[config.mk]
export PLATFORM = sky130hd
export DESIGN_NAME = act_out_packer_flat
export DESIGN_NICKNAME = d
export VERILOG_FILES = /design/src/rtl/act_out_packer_if.sv /design/src/rtl/act_out_packer.sv /design/src/flat_wrapper.sv
export SDC_FILE = /design/constraint.sdc
export NUM_CORES = 1
export LEC_CHECK = 0
export ABC_CLOCK_PERIOD_IN_PS = 6890
export BUFFER_PORTS_ARGS = -buffer_cell sky130_fd_sc_hd__buf_2
export CORE_MARGIN = 10
export CORE_UTILIZATION = 55
export DETAILED_ROUTE_END_ITERATION = 10
export MAX_ROUTING_LAYER = met4
export PLACE_DENSITY = 0.76
export REMOVE_ABC_BUFFERS = 1
export SLEW_MARGIN = 20
export SYNTH_ARGS = -nofsm -noshare
export SYNTH_HDL_FRONTEND = slang
export SYNTH_SLANG_ARGS = --single-unit
[constraint.sdc]
create_clock -name clk -period 6.89 [get_ports clk]
set_input_delay 0.3445 -clock clk [delete_from_list [all_inputs] [get_ports clk]]
set_output_delay 0.3445 -clock clk [all_outputs]
set_load 0.05 [all_outputs]
[src/rtl/act_out_packer_if.sv]
// Write-side bus from the activation packer to feature-map memory.
// The packer drives a word, its address and a request; memory answers with ack.
interface act_out_packer_if #(
   parameter int DATA_WIDTH = 32,
   parameter int ADDR_WIDTH = 12
);
   logic [DATA_WIDTH-1:0] wr_data;
   logic [ADDR_WIDTH-1:0] wr_addr;
   logic                  wr_req;
   logic                  wr_ack;

   modport master (
      output wr_data,
      output wr_addr,
      output wr_req,
      input  wr_ack
   );

   modport slave (
      input  wr_data,
      input  wr_addr,
      input  wr_req,
      output wr_ack
   );
endinterface

[src/rtl/act_out_packer.sv]
// Consumer end of the activation output stream. Each activation is requantized
// to a signed lane, PACK lanes are gathered into one memory word, words queue in
// a small FIFO, and a two-state writer drains them to feature-map memory over a
// req/ack handshake with a per-frame wrapping word address.
module act_out_packer #(
   parameter int IN_WIDTH    = 14,
   parameter int FRAC_BITS   = 7,
   parameter int OUT_WIDTH   = 8,
   parameter int SHIFT       = 3,
   parameter int PACK        = 4,
   parameter int FIFO_DEPTH  = 8,
   parameter int ADDR_WIDTH  = 12,
   parameter int FRAME_WORDS = 196
) (
   input  logic                          clk,
   input  logic                          rst,
   input  logic signed [IN_WIDTH-1:0]    in_data,
   input  logic                          in_valid,
   input  logic                          in_last,
   input  logic                          frame_start,
   act_out_packer_if.master              mem,
   output logic                          frame_done,
   output logic                          overflow,
   output logic [$clog2(FIFO_DEPTH):0]   fifo_level
);

   localparam int WORD_W = PACK * OUT_WIDTH;
   localparam int LANE_W = (PACK > 1) ? $clog2(PACK) : 1;
   localparam int PTR_W  = (FIFO_DEPTH > 1) ? $clog2(FIFO_DEPTH) : 1;
   localparam int LVL_W  = $clog2(FIFO_DEPTH) + 1;

   localparam logic signed [IN_WIDTH:0] ROUND   = (IN_WIDTH+1)'(2 ** (SHIFT - 1));
   localparam logic signed [IN_WIDTH:0] SAT_MAX = (IN_WIDTH+1)'(2 ** (OUT_WIDTH - 1) - 1);
   localparam logic signed [IN_WIDTH:0] SAT_MIN = (IN_WIDTH+1)'(-(2 ** (OUT_WIDTH - 1)));
   localparam logic [ADDR_WIDTH-1:0]    LAST_ADDR = ADDR_WIDTH'(FRAME_WORDS - 1);

   // The rounding constant needs at least one shifted-out bit, and the input
   // must keep at least one integer bit for the fixed-point format to make sense.
   if (SHIFT < 1 || FRAC_BITS >= IN_WIDTH) begin : g_bad_params
      $error("act_out_packer: SHIFT must be >= 1 and FRAC_BITS < IN_WIDTH");
   end

   typedef enum logic {
      IDLE,
      REQ
   } state_t;

   state_t                   state;
   logic signed [IN_WIDTH:0] biased;
   logic signed [IN_WIDTH:0] shifted;
   logic [OUT_WIDTH-1:0]     sat_q;
   logic                     r_valid;
   logic                     r_last;
   logic [OUT_WIDTH-1:0]     r_q;
   logic [LANE_W-1:0]        lane_cnt;
   logic [WORD_W-1:0]        pack_reg;
   logic [WORD_W-1:0]        new_word;
   logic                     push;
   logic                     push_ok;
   logic                     pop;
   logic                     full;
   logic [WORD_W-1:0]        fifo_mem [FIFO_DEPTH];
   logic [PTR_W-1:0]         wr_ptr;
   logic [PTR_W-1:0]         rd_ptr;
   logic [LVL_W-1:0]         count;
   logic [ADDR_WIDTH-1:0]    addr;
   logic [ADDR_WIDTH-1:0]    issue_addr;

   function automatic logic [ADDR_WIDTH-1:0] wrap_inc(input logic [ADDR_WIDTH-1:0] a);
      return (a == LAST_ADDR) ? '0 : a + 1'b1;
   endfunction

   // Round half up by adding half an output LSB before the arithmetic shift,
   // then clamp into the signed lane range. One extra bit keeps the add exact.
   always_comb begin
      biased  = {in_data[IN_WIDTH-1], in_data} + ROUND;
      shifted = biased >>> SHIFT;
      if (shifted > SAT_MAX) begin
         sat_q = SAT_MAX[OUT_WIDTH-1:0];
      end else if (shifted < SAT_MIN) begin
         sat_q = SAT_MIN[OUT_WIDTH-1:0];
      end else begin
         sat_q = shifted[OUT_WIDTH-1:0];
      end
   end

   // Stage R: register the requantized lane together with its row-end flag.
   // A frame_start on the same edge still captures a new sample here; it becomes
   // lane 0 of the new frame, while the entry leaving this stage is discarded below.
   always_ff @(posedge clk or posedge rst) begin
      if (rst) begin
         r_valid <= 1'b0;
         r_last  <= 1'b0;
         r_q     <= '0;
      end else begin
         r_valid <= in_valid;
         if (in_valid) begin
            r_q    <= sat_q;
            r_last <= in_last;
         end
      end
   end

   // The word as it looks with the current lane dropped into place; lanes not
   // yet filled are still zero in the pack register.
   always_comb begin
      new_word = pack_reg;
      new_word[lane_cnt*OUT_WIDTH +: OUT_WIDTH] = r_q;
   end

   assign push    = r_valid && !frame_start && ((lane_cnt == LANE_W'(PACK - 1)) || r_last);
   assign pop     = (state == REQ) && mem.wr_ack;
   assign full    = (count == LVL_W'(FIFO_DEPTH));
   assign push_ok = push && (!full || pop);

   // Stage P: accumulate lanes; a completed or row-terminated word leaves for the
   // FIFO on this edge and the accumulator restarts at lane 0.
   always_ff @(posedge clk or posedge rst) begin
      if (rst) begin
         lane_cnt <= '0;
         pack_reg <= '0;
      end else if (frame_start) begin
         lane_cnt <= '0;
         pack_reg <= '0;
      end else if (r_valid) begin
         if (push) begin
            lane_cnt <= '0;
            pack_reg <= '0;
         end else begin
            lane_cnt <= lane_cnt + 1'b1;
            pack_reg <= new_word;
         end
      end
   end

   // Word storage has no reset; emptiness is tracked purely by the pointers.
   always_ff @(posedge clk) begin
      if (push_ok) begin
         fifo_mem[wr_ptr] <= new_word;
      end
   end

   // FIFO bookkeeping. A push into a full FIFO is still taken when the head is
   // popped on the same edge, because the head word already sits in wr_data.
   always_ff @(posedge clk or posedge rst) begin
      if (rst) begin
         wr_ptr <= '0;
         rd_ptr <= '0;
         count  <= '0;
      end else begin
         if (push_ok) begin
            wr_ptr <= wr_ptr + 1'b1;
         end
         if (pop) begin
            rd_ptr <= rd_ptr + 1'b1;
         end
         count <= count + LVL_W'(push_ok) - LVL_W'(pop);
      end
   end

   // Sticky drop flag; a new frame gives the consumer a clean slate.
   always_ff @(posedge clk or posedge rst) begin
      if (rst) begin
         overflow <= 1'b0;
      end else if (frame_start) begin
         overflow <= 1'b0;
      end else if (push && !push_ok) begin
         overflow <= 1'b1;
      end
   end

   // A frame_start restarts numbering with whatever word is issued next; a word
   // already on the bus keeps the address it was issued with.
   assign issue_addr = frame_start ? '0 : addr;

   // Writer: issue the FIFO head, hold it until ack, then either chain straight
   // into the next word (no idle cycle) or fall back to IDLE. When only one word
   // remains and a new one arrives on the ack edge, it is taken from the packer
   // directly since it has not landed in storage yet.
   always_ff @(posedge clk or posedge rst) begin
      if (rst) begin
         state       <= IDLE;
         mem.wr_req  <= 1'b0;
         mem.wr_data <= '0;
         mem.wr_addr <= '0;
         addr        <= '0;
         frame_done  <= 1'b0;
      end else begin
         frame_done <= 1'b0;
         if (frame_start) begin
            addr <= '0;
         end
         case (state)
            IDLE: begin
               if (count != '0) begin
                  mem.wr_data <= fifo_mem[rd_ptr];
                  mem.wr_addr <= issue_addr;
                  addr        <= wrap_inc(issue_addr);
                  mem.wr_req  <= 1'b1;
                  state       <= REQ;
               end
            end
            REQ: begin
               if (mem.wr_ack) begin
                  if (mem.wr_addr == LAST_ADDR) begin
                     frame_done <= 1'b1;
                  end
                  if (count > LVL_W'(1)) begin
                     mem.wr_data <= fifo_mem[rd_ptr + 1'b1];
                     mem.wr_addr <= issue_addr;
                     addr        <= wrap_inc(issue_addr);
                  end else if (push_ok) begin
                     mem.wr_data <= new_word;
                     mem.wr_addr <= issue_addr;
                     addr        <= wrap_inc(issue_addr);
                  end else begin
                     mem.wr_req <= 1'b0;
                     state      <= IDLE;
                  end
               end
            end
            default: begin
               state      <= IDLE;
               mem.wr_req <= 1'b0;
            end
         endcase
      end
   end

   assign fifo_level = count;

endmodule

[src/flat_wrapper.sv]
// flat-port wrapper written by rule: the top's interface ports become plain ports
module act_out_packer_flat 
#(
   parameter int IN_WIDTH    = 14,
   parameter int FRAC_BITS   = 7,
   parameter int OUT_WIDTH   = 8,
   parameter int SHIFT       = 3,
   parameter int PACK        = 4,
   parameter int FIFO_DEPTH  = 8,
   parameter int ADDR_WIDTH  = 12,
   parameter int FRAME_WORDS = 196
)
  (clk, rst, in_data, in_valid, in_last, frame_start, frame_done, overflow, fifo_level, mem_wr_data, mem_wr_addr, mem_wr_req, mem_wr_ack);
  act_out_packer_if #(.DATA_WIDTH((PACK * OUT_WIDTH)), .ADDR_WIDTH(ADDR_WIDTH)) mem_i ();
  input  logic clk;
  input  logic rst;
  input  logic signed [IN_WIDTH-1:0] in_data;
  input  logic in_valid;
  input  logic in_last;
  input  logic frame_start;
  output logic frame_done;
  output logic overflow;
  output logic [$clog2(FIFO_DEPTH):0] fifo_level;
  output wire logic [$bits(mem_i.wr_data)-1:0] mem_wr_data;
  output wire logic [$bits(mem_i.wr_addr)-1:0] mem_wr_addr;
  output wire logic [$bits(mem_i.wr_req)-1:0] mem_wr_req;
  input wire logic [$bits(mem_i.wr_ack)-1:0] mem_wr_ack;
  assign mem_wr_data = mem_i.wr_data;
  assign mem_wr_addr = mem_i.wr_addr;
  assign mem_wr_req = mem_i.wr_req;
  assign mem_i.wr_ack = mem_wr_ack;
  act_out_packer #(.IN_WIDTH(IN_WIDTH), .FRAC_BITS(FRAC_BITS), .OUT_WIDTH(OUT_WIDTH), .SHIFT(SHIFT), .PACK(PACK), .FIFO_DEPTH(FIFO_DEPTH), .ADDR_WIDTH(ADDR_WIDTH), .FRAME_WORDS(FRAME_WORDS)) u_core (.clk(clk), .rst(rst), .in_data(in_data), .in_valid(in_valid), .in_last(in_last), .frame_start(frame_start), .mem(mem_i), .frame_done(frame_done), .overflow(overflow), .fifo_level(fifo_level));
endmodule
# Word level (Yosys, flattened, before mapping)
# Memories as Yosys holds them, arrays and structs flattened.
# Index checks and enable logic that the tools add are counted.
# W data, S select, Z words.
# classes
n_mux,42
shifts,2
reduce_logical,15
n_lt_le_gt_ge,3
add_sub_neg,8
n_bitwise,1
eq_ne,9
# ops
operator,n
$mux W32,7
$mux W12,10
$pmux W32 S2,1
$pmux W12 S2,2
$neg A5 Y34,1
$shift A8 B34 Y32 const A,1
$shiftx A8 B34 Y32,1
$bwmux W32,1
$eq A12 B8 Y1 const B,2
$mux W8,2
$add A14 B4 Y15 const B,1
$mux W1,14
$add A12 B1 Y12 const B,1
$gt A12 B8 Y1 const B,1
$lt A12 B8 Y1 const B,1
$add A3 B1 Y3 const B,2
$mux W2,3
$ne A2 B2 Y1 const B,3
$logic_and A1 B1 Y1,5
$add A4 B1 Y4,1
$eq A4 B4 Y1 const B,1
$gt A4 B1 Y1 const B,1
$pmux W1 S2,2
$reduce_and A4 Y1,1
other kinds (11),15
# word_totals
output_inout_bits,51
ram_bits,256
wordCells,96
ff_bits,114
mem_count,1
# memory_table
memory,words,width,rd,rd_clocked_by_memory_dff,wr,line_no,text
u_core.fifo_mem,8,32,2,0,1,act_out_packer.sv:62,logic [WORD_W-1:0] fifo_mem [FIFO_DEPTH];

# Depth between registers and ports, before layout
# Gate-level depths: netlist of run 1.
# depth
ltp_word,8
mapped_depth,10

# Worst setup path after synthesis of run 1
# Ideal clock, no wire load.
# synth_timing
path_kind,register to register
from,"register u_core.count[2], in the netlist u_core.fifo_level[2]"
to,"memory u_core.fifo_mem[2][0] in the netlist's numbering, enable pin"
path_buffers,0
setup_ns,0.513
setup_slack_ns,1.632
t_required_ns,6.377
t_arrival_ns,4.745
period_less_slack_ns,5.258
path_stages_with_launch,6
cell_sequence,dfrtp_1 -> inv_1 -> ha_1 -> and4_1 -> nand2b_1 -> nor4b_1
# synth_between
elab_chain_len,6
# synth_rtl
item,line_no,text
"start, declared",act_out_packer.sv:65,logic [LVL_W-1:0] count;
"start signal, assigned",act_out_packer.sv:157,count <= count + LVL_W'(push_ok) - LVL_W'(pop);
$eq A4 B4 Y1,act_out_packer.sv:113,assign full = (count == LVL_W'(FIFO_DEPTH));
$logic_not A1 Y1,act_out_packer.sv:114,assign push_ok = push && (!full || pop);
$logic_or A1 B1 Y1,act_out_packer.sv:114,
$logic_and A1 B1 Y1,act_out_packer.sv:114,
$mux W1,act_out_packer.sv:138,if (push_ok) begin
$mux W1 (implied by the code),act_out_packer.sv:139,fifo_mem[wr_ptr] <= new_word;
"end, declared",act_out_packer.sv:62,
# Every way passes these cells.

# Final worst setup path of run 1
# layout_timing
from,register u_core.rd_ptr[0]
to,register u_core.mem.wr_data[21]
# layout_between
elab_chain_len,5
# layout_rtl
item,line_no,text
"start, declared",act_out_packer.sv:64,logic [PTR_W-1:0] rd_ptr;
"start signal, assigned",act_out_packer.sv:155,rd_ptr <= rd_ptr + 1'b1;
$add A3 B1 Y3,act_out_packer.sv:209,mem.wr_data <= fifo_mem[rd_ptr + 1'b1];
$mem_v2 Z8 W32 (*),-,
$mux W32,act_out_packer.sv:208,if (count > LVL_W'(1)) begin
$mux W32,act_out_packer.sv:204,if (mem.wr_ack) begin
$pmux W32 S2 (*),act_out_packer.sv:193,case (state)
"end signal, assigned",act_out_packer.sv:196,mem.wr_data <= fifo_mem[rd_ptr];
"end signal, assigned",act_out_packer.sv:209,
"end signal, assigned",act_out_packer.sv:213,mem.wr_data <= new_word;
"end, declared",act_out_packer_if.sv:13,"output wr_data,"
# Every way passes the cells marked *; elsewhere a longest branch is shown, timed or not. The select of a mux whose other input is x is not followed.
# A chain may end at the register's enable or synchronous reset.

==> impl_metrics.tcl, run 1 <==
set metrics [dict create \
    cts-buffers-inserted 39 \
    layout-drive-gt1-share_pct 24.0 \
    reg2reg_depth 5 \
    final_common_cell "edfxtp_1" \
    synth-xor-area-share_pct 0.806 \
    r2r_slack_ns 3.22 \
    setup_tns_ns 0 \
    cp-start-kind "register" \
    yosysSeqAreaShare_pct 61.8 \
    synth.area.mux_share_pct 16.5 \
    ir_drop_mv 0.368 \
    synthSimpleGateAreaFrac_pct 7.73 \
    wl_per_cell_um 26.3 \
    status "finished clean" \
    p_per_area_mw_per_mm2 417 \
    row_count 64 \
    required_ns 7.22 \
    hpwl_mm 24.3 \
    synth_warnings 0 \
    leakage_nw 7.00 \
    drt_iter0_drc 1496 \
    n_antenna_cell 0 \
    overflow 0 \
    async_flop_share_pct 30.8 \
    r2r_end "u_core.mem.wr_data[21]" \
    finalPower_w 0.00801 \
    setup_violations 0 \
    htree_levels 2 \
    cp-end-kind "register" \
    period_needed_ns 3.67 \
    synthAdderAreaFrac_pct 1.22 \
    worst_pin_slew_ns 1.22 \
    fin_crit_sh_pct 53.2 \
    vias 11092 \
    hold_viol 0 \
    report.final.slew_viol_count 0 \
    ios 71 \
    slew_headroom_pct 18.5 \
    hold_class "in2reg" \
    cts_buffer_depth 3 \
    finalNetCount 1256 \
    postSynthAreaPerCell_um2 14.7 \
    cap_violations 0 \
    synth_ff_type "edfxtp_1" \
    grt_pass1_vias 11315 \
    synthCells 1161 \
    fp.dieW_um 196 \
    max_freq_ghz 0.273 \
    worst_ep_arrival_time_ns 4.00 \
    synth.distinct_cells 60 \
    drtAntennaViolNets 0 \
    skew_ns 0.00893 \
    multi_input_area_mm2 0.00611 \
    crit_type "reg2reg" \
    most-common-layout-cells "edfxtp_1 (256), nand2_1 (145), mux4_2 (113)" \
    synth_top_family_by_area "multiplexers" \
    cts-root-buf "clkbuf_16" \
    clk_pin_slew_ns 0.06 \
    synth_compound_area_share_pct 8.84 \
    r2r-start "u_core.rd_ptr[0]" \
    totalWireLength_mm 43.3 \
    gp_congestion 0.881 \
    die_h_um 196 \
    grt_antenna_before_repair 0 \
    postCtsResizedCells 0 \
    hp-start "in_last" \
    cts_tree "yes" \
    die-area_mm2 0.0385 \
    drcViolationCount 0 \
    hold_end "u_core.r_last" \
    start_util_pct 55.8 \
    synth_edf_count 256 \
    synthesis.area_mm2 0.0171 \
    firstDrtPassIters 5 \
    grtUsageTotal_pct 23.0 \
    rsz0062_at_grt "false" \
    syn2layout_area_growth_pct 12.6 \
    regArea_mm2 0.0105 \
    largest_reg_flops 256 \
    grt_pass1_wl_mm 67.0 \
    grt_max_degree 71 \
    clock_sinks 370 \
    hold_depth 2 \
    vias_per_cell 6.74 \
    clk_latency_ns 0.53 \
    nFillCells 2236 \
    synth_seq_cells 370 \
    coreArea_mm2 0.0306 \
    port_buffers 68 \
    worst-path-max-fanout 34 \
]
cell families after synthesis:
kind of cell             count (synthesis)
AO/OA/AOI/OAI                          223
multiplexers                           139
buffers and inverters                  127
adder cells (fa/ha/maj)                 16
XOR/XNOR                                14
AND/OR/NAND/NOR                        272
flip-flops                             370
how the worst max path moves through the flow:
stage | depth (start not counted) | endpoint | from
after global placement | 5 | u_core.mem.wr_data[10] | u_core.rd_ptr[0]
after global routing | 5 | u_core.mem.wr_data[21] | u_core.rd_ptr[0]
after CTS | 5 | u_core.mem.wr_data[21] | u_core.rd_ptr[0]
after detailed placement | 5 | u_core.mem.wr_data[20] | u_core.rd_ptr[0]
final | 5 | u_core.mem.wr_data[21] | u_core.rd_ptr[0]
after floorplan | 5 | u_core.mem.wr_data[31] | u_core.rd_ptr[0]
routing by layer:
layer,up-vias,track usage [%],wire [µm]
met1,5674,30.6,17200
met3,104,3.82,4130
met2,637,35.9,21000
met5,-,-,0
li1,4677,-,-
met4,0,7.41,1110
worst max-delay path: stages (launching register included):
cell	delay (ns)
dfrtp_4	0.76
ha_4	0.33
xnor2_4	0.81
nand3_1	0.96
o22ai_1	0.48
a211oi_1	0.10
final cells by class:
cell class              instances  share of cell area, %
clock buffers                  56                   6.00
clock inverters                15                  0.873
inverters                      50                  0.990
multi-input cells             664                   31.8
flip-flops and latches        370                   54.9
well taps                     396                   2.58
repair buffers                 95                   2.86
cells in the mapped netlist, types with 9 or more instances:
master	count	share of area [%]
dfrtp_1	114	17
clkbuf_1	41	0.90
ha_1	15	1.1
mux4_2	113	15
edfxtp_1	256	45
nand3_1	26	0.76
o22ai_1	36	1.3
mux2i_1	23	1.3
inv_1	49	1.1
a22oi_1	15	0.66
a2111oi_0	13	0.67
a21oi_1	38	1.1
nor2_1	21	0.46
nand2_1	145	3.2
a211oi_1	16	0.70
o21ai_0	44	1.3
buf_2	25	0.73
xnor2_1	9	0.46
a22o_1	32	1.6
nor2b_1	13	0.48
and3_1	18	0.66
through the flow:
| stage | instances | cell area, µm² | utilization, % | hold WS [ns] | worst slack [ns] |
|---|---|---|---|---|---|
| after floorplan | 1084 | 16700 | - | 0.376 | -0.102 |
| after global placement | 1574 | 17900 | 58.4 | 0.458 | 3.35 |
| after detailed placement | 1574 | 17900 | 58.4 | 0.462 | 3.31 |
| after CTS | 1646 | 19200 | 62.8 | 0.0497 | 3.26 |
| after global routing | 1646 | 19200 | 62.8 | 0.0625 | 3.10 |
| final | 1646 | 19200 | 62.8 | 0.0562 | 3.22 |
report_power, final:
group	switching (W)	internal, W
Combinational	0.00179	0.00119
Sequential	0.000260	0.00260
Clock	0.000849	0.00131
Total	0.00290	0.00511
repair_timing:
item / 4_1_cts / 5_1_grt
hold buffers: 1 / 0
buffers inserted: 0 / 0
hold endpoints to repair: 50 / 0
Power figures use the tool's default switching activity.
==> run 2, diff against run 1 <==
Settings changed: ABC_CLOCK_PERIOD_IN_PS 6890 to 3300, PLACE_DENSITY 0.76 to 0.79.
Clock period 6.89 ns to 3.3 ns, I/O delays scaled along.
==> run 2 against run 1 <==
Cell count rose by 1.6%. Non-clock buffer count rose by 27. Critical path depth rose by 3.
==> impl_metrics.tcl, run 2 (synthesis results as in run 1) <==
set metrics [dict create \
    cts-root-buf "clkbuf_16" \
    hold_class "in2reg" \
    worst-path-max-fanout 17 \
    drcViolationCount 0 \
    hpwl_mm 24.6 \
    worst_ep_arrival_time_ns 3.04 \
    port_buffers 68 \
    grtUsageTotal_pct 22.5 \
    die_h_um 196 \
    htree_levels 2 \
    r2r-start "u_core.lane_cnt[0]" \
    row_count 64 \
    intPower_w 0.0104 \
    grt_antenna_before_repair 0 \
    coreArea_mm2 0.0306 \
    gp_congestion 0.849 \
    cp-end-kind "register" \
    grt_pass1_vias 11439 \
    setup_ws_ns 0.442 \
    clock_sinks 370 \
    vias 11260 \
    final_area_mm2 0.0194 \
    r2r_end "u_core.fifo_mem[5][30]" \
    largest_reg_flops 256 \
    leakage_nw 7.08 \
    syn2layout_area_growth_pct 13.4 \
    post-place-ws_ns 0.584 \
    fin_crit_sh_pct 86.6 \
    postCtsResizedCells 0 \
    most-common-layout-cells "edfxtp_1 (256), nand2_1 (145), mux4_2 (113)" \
    power_frac_seq_pct 35.3 \
    required_ns 3.48 \
    worst_pin_slew_ns 1.11 \
    hold_ws_ns 0.0132 \
    rsz0062_at_grt "false" \
    p_per_area_mw_per_mm2 855 \
    clockPowerShare_pct 25.2 \
    cts_buffer_depth 3 \
    max_freq_ghz 0.350 \
    ios 71 \
    clk_latency_ns 0.54 \
    final_common_cell "edfxtp_1" \
    clk_pin_slew_ns 0.07 \
    totalWireLength_mm 42.9 \
    status "finished clean" \
    grt_pass1_wl_mm 66.0 \
    skew_ns 0.0327 \
    hold_end "u_core.r_q[1]" \
    overflow 0 \
    drtAntennaViolNets 0 \
    reg2reg_depth 8 \
    fp.dieW_um 196 \
    cts_tree "yes" \
    grt_max_degree 103 \
    cap_violations 0 \
    finish.utilization_pct 63.3 \
    r2r_slack_ns 0.44 \
    period_needed_ns 2.86 \
    ir_drop_mv 0.751 \
    cp-start-kind "register" \
    die-area_mm2 0.0385 \
    switching_share_pct 36.9 \
    hold_viol 0 \
    report.final.slew_viol_count 0 \
    vias_per_cell 6.73 \
    layout-drive-gt1-share_pct 25.2 \
    hold_depth 3 \
    firstDrtPassIters 6 \
    place_area_mm2 0.0181 \
    start_util_pct 55.8 \
    p_sw_w 0.00610 \
    setup_violations 0 \
    wl_per_cell_um 25.6 \
    n_antenna_cell 0 \
    finalNetCount 1282 \
    cts-buffers-inserted 38 \
    slew_headroom_pct 24.9 \
    hp-start "in_data[4]" \
    drt_iter0_drc 1371 \
    crit_type "reg2reg" \
    combPwrFrac_pct 39.5 \
]
run 2: cell types whose count changed in the layout (fill, tap and decap cells not counted), moves of 3 or more:
cell / delta
inv_6: +3
dlygate4sd3_1: +4
o21ai_0: +5
buf_4: +17
clkbuf_16: -3
buf_12: +7
o21ai_1: -5
bufinv_16: -3
run 2: area by class of cell:
| type | count | area (µm²) |
|---|---|---|
| clock buffer | 52 | 1060 |
| tap | 396 | 495 |
| sequential | 370 | 10500 |
| clock inverter | 18 | 143 |
| timing repair buffer | 122 | 846 |
| fill | 2126 | 11200 |
| inverter | 50 | 190 |
| multi-input combinational | 664 | 6070 |
run 2: layer usage:
metal,share of wire [%],track usage [%]
met5,0,-
met4,2.2,6.70
met3,10,4.40
met2,49,35.4
met1,39,29.3
run 2: worst max-delay path by stage:
stage,from,end,slack (ns),depth (start not counted)
final,u_core.lane_cnt[0],u_core.fifo_mem[5][30],0.44,8
after global routing,u_core.lane_cnt[0],u_core.fifo_mem[5][12],0.32,8
after detailed placement,u_core.lane_cnt[0],u_core.fifo_mem[5][22],0.58,8
after global placement,u_core.lane_cnt[0],u_core.fifo_mem[3][14],0.67,8
after CTS,u_core.lane_cnt[0],u_core.fifo_mem[5][30],0.52,8
after floorplan,u_core.rd_ptr[0],u_core.mem.wr_data[31],-3.69,5
run 2: metrics by stage:
step | TNS (ns) | total power (W) | instances
final | 0 | 0.0165 | 1672
after global routing | 0 | 0.0173 | 1672
after CTS | 0 | 0.0166 | 1672
after detailed placement | 0 | 0.0124 | 1597
after global placement | 0 | 0.0122 | 1597
after floorplan | -386.88 | 0.0106 | 1084
run 2: what timing repair did:
item / 4_1_cts / 5_1_grt
hold endpoints to repair: 62 / 0
buffers inserted: 0 / 0
hold buffers: 5 / 0
run 2: power groups by stage:
stage	logic (W)	clock network (W)	registers, W
after floorplan	0.00369	0	0.00695
after global placement	0.00633	0	0.00590
after detailed placement	0.00650	0	0.00592
after CTS	0.00654	0.00421	0.00584
after global routing	0.00697	0.00441	0.00588
final	0.00653	0.00417	0.00585
run 2: critical path: stages, from the launching register on:
cell and delay (ns):
dfrtp_1 0.52, ha_1 0.23, nor2_1 0.06, nor2_1 0.32
nand2b_1 0.28, inv_1 0.26, nand2_1 0.21, nor3b_2 0.25
buf_4 0.36
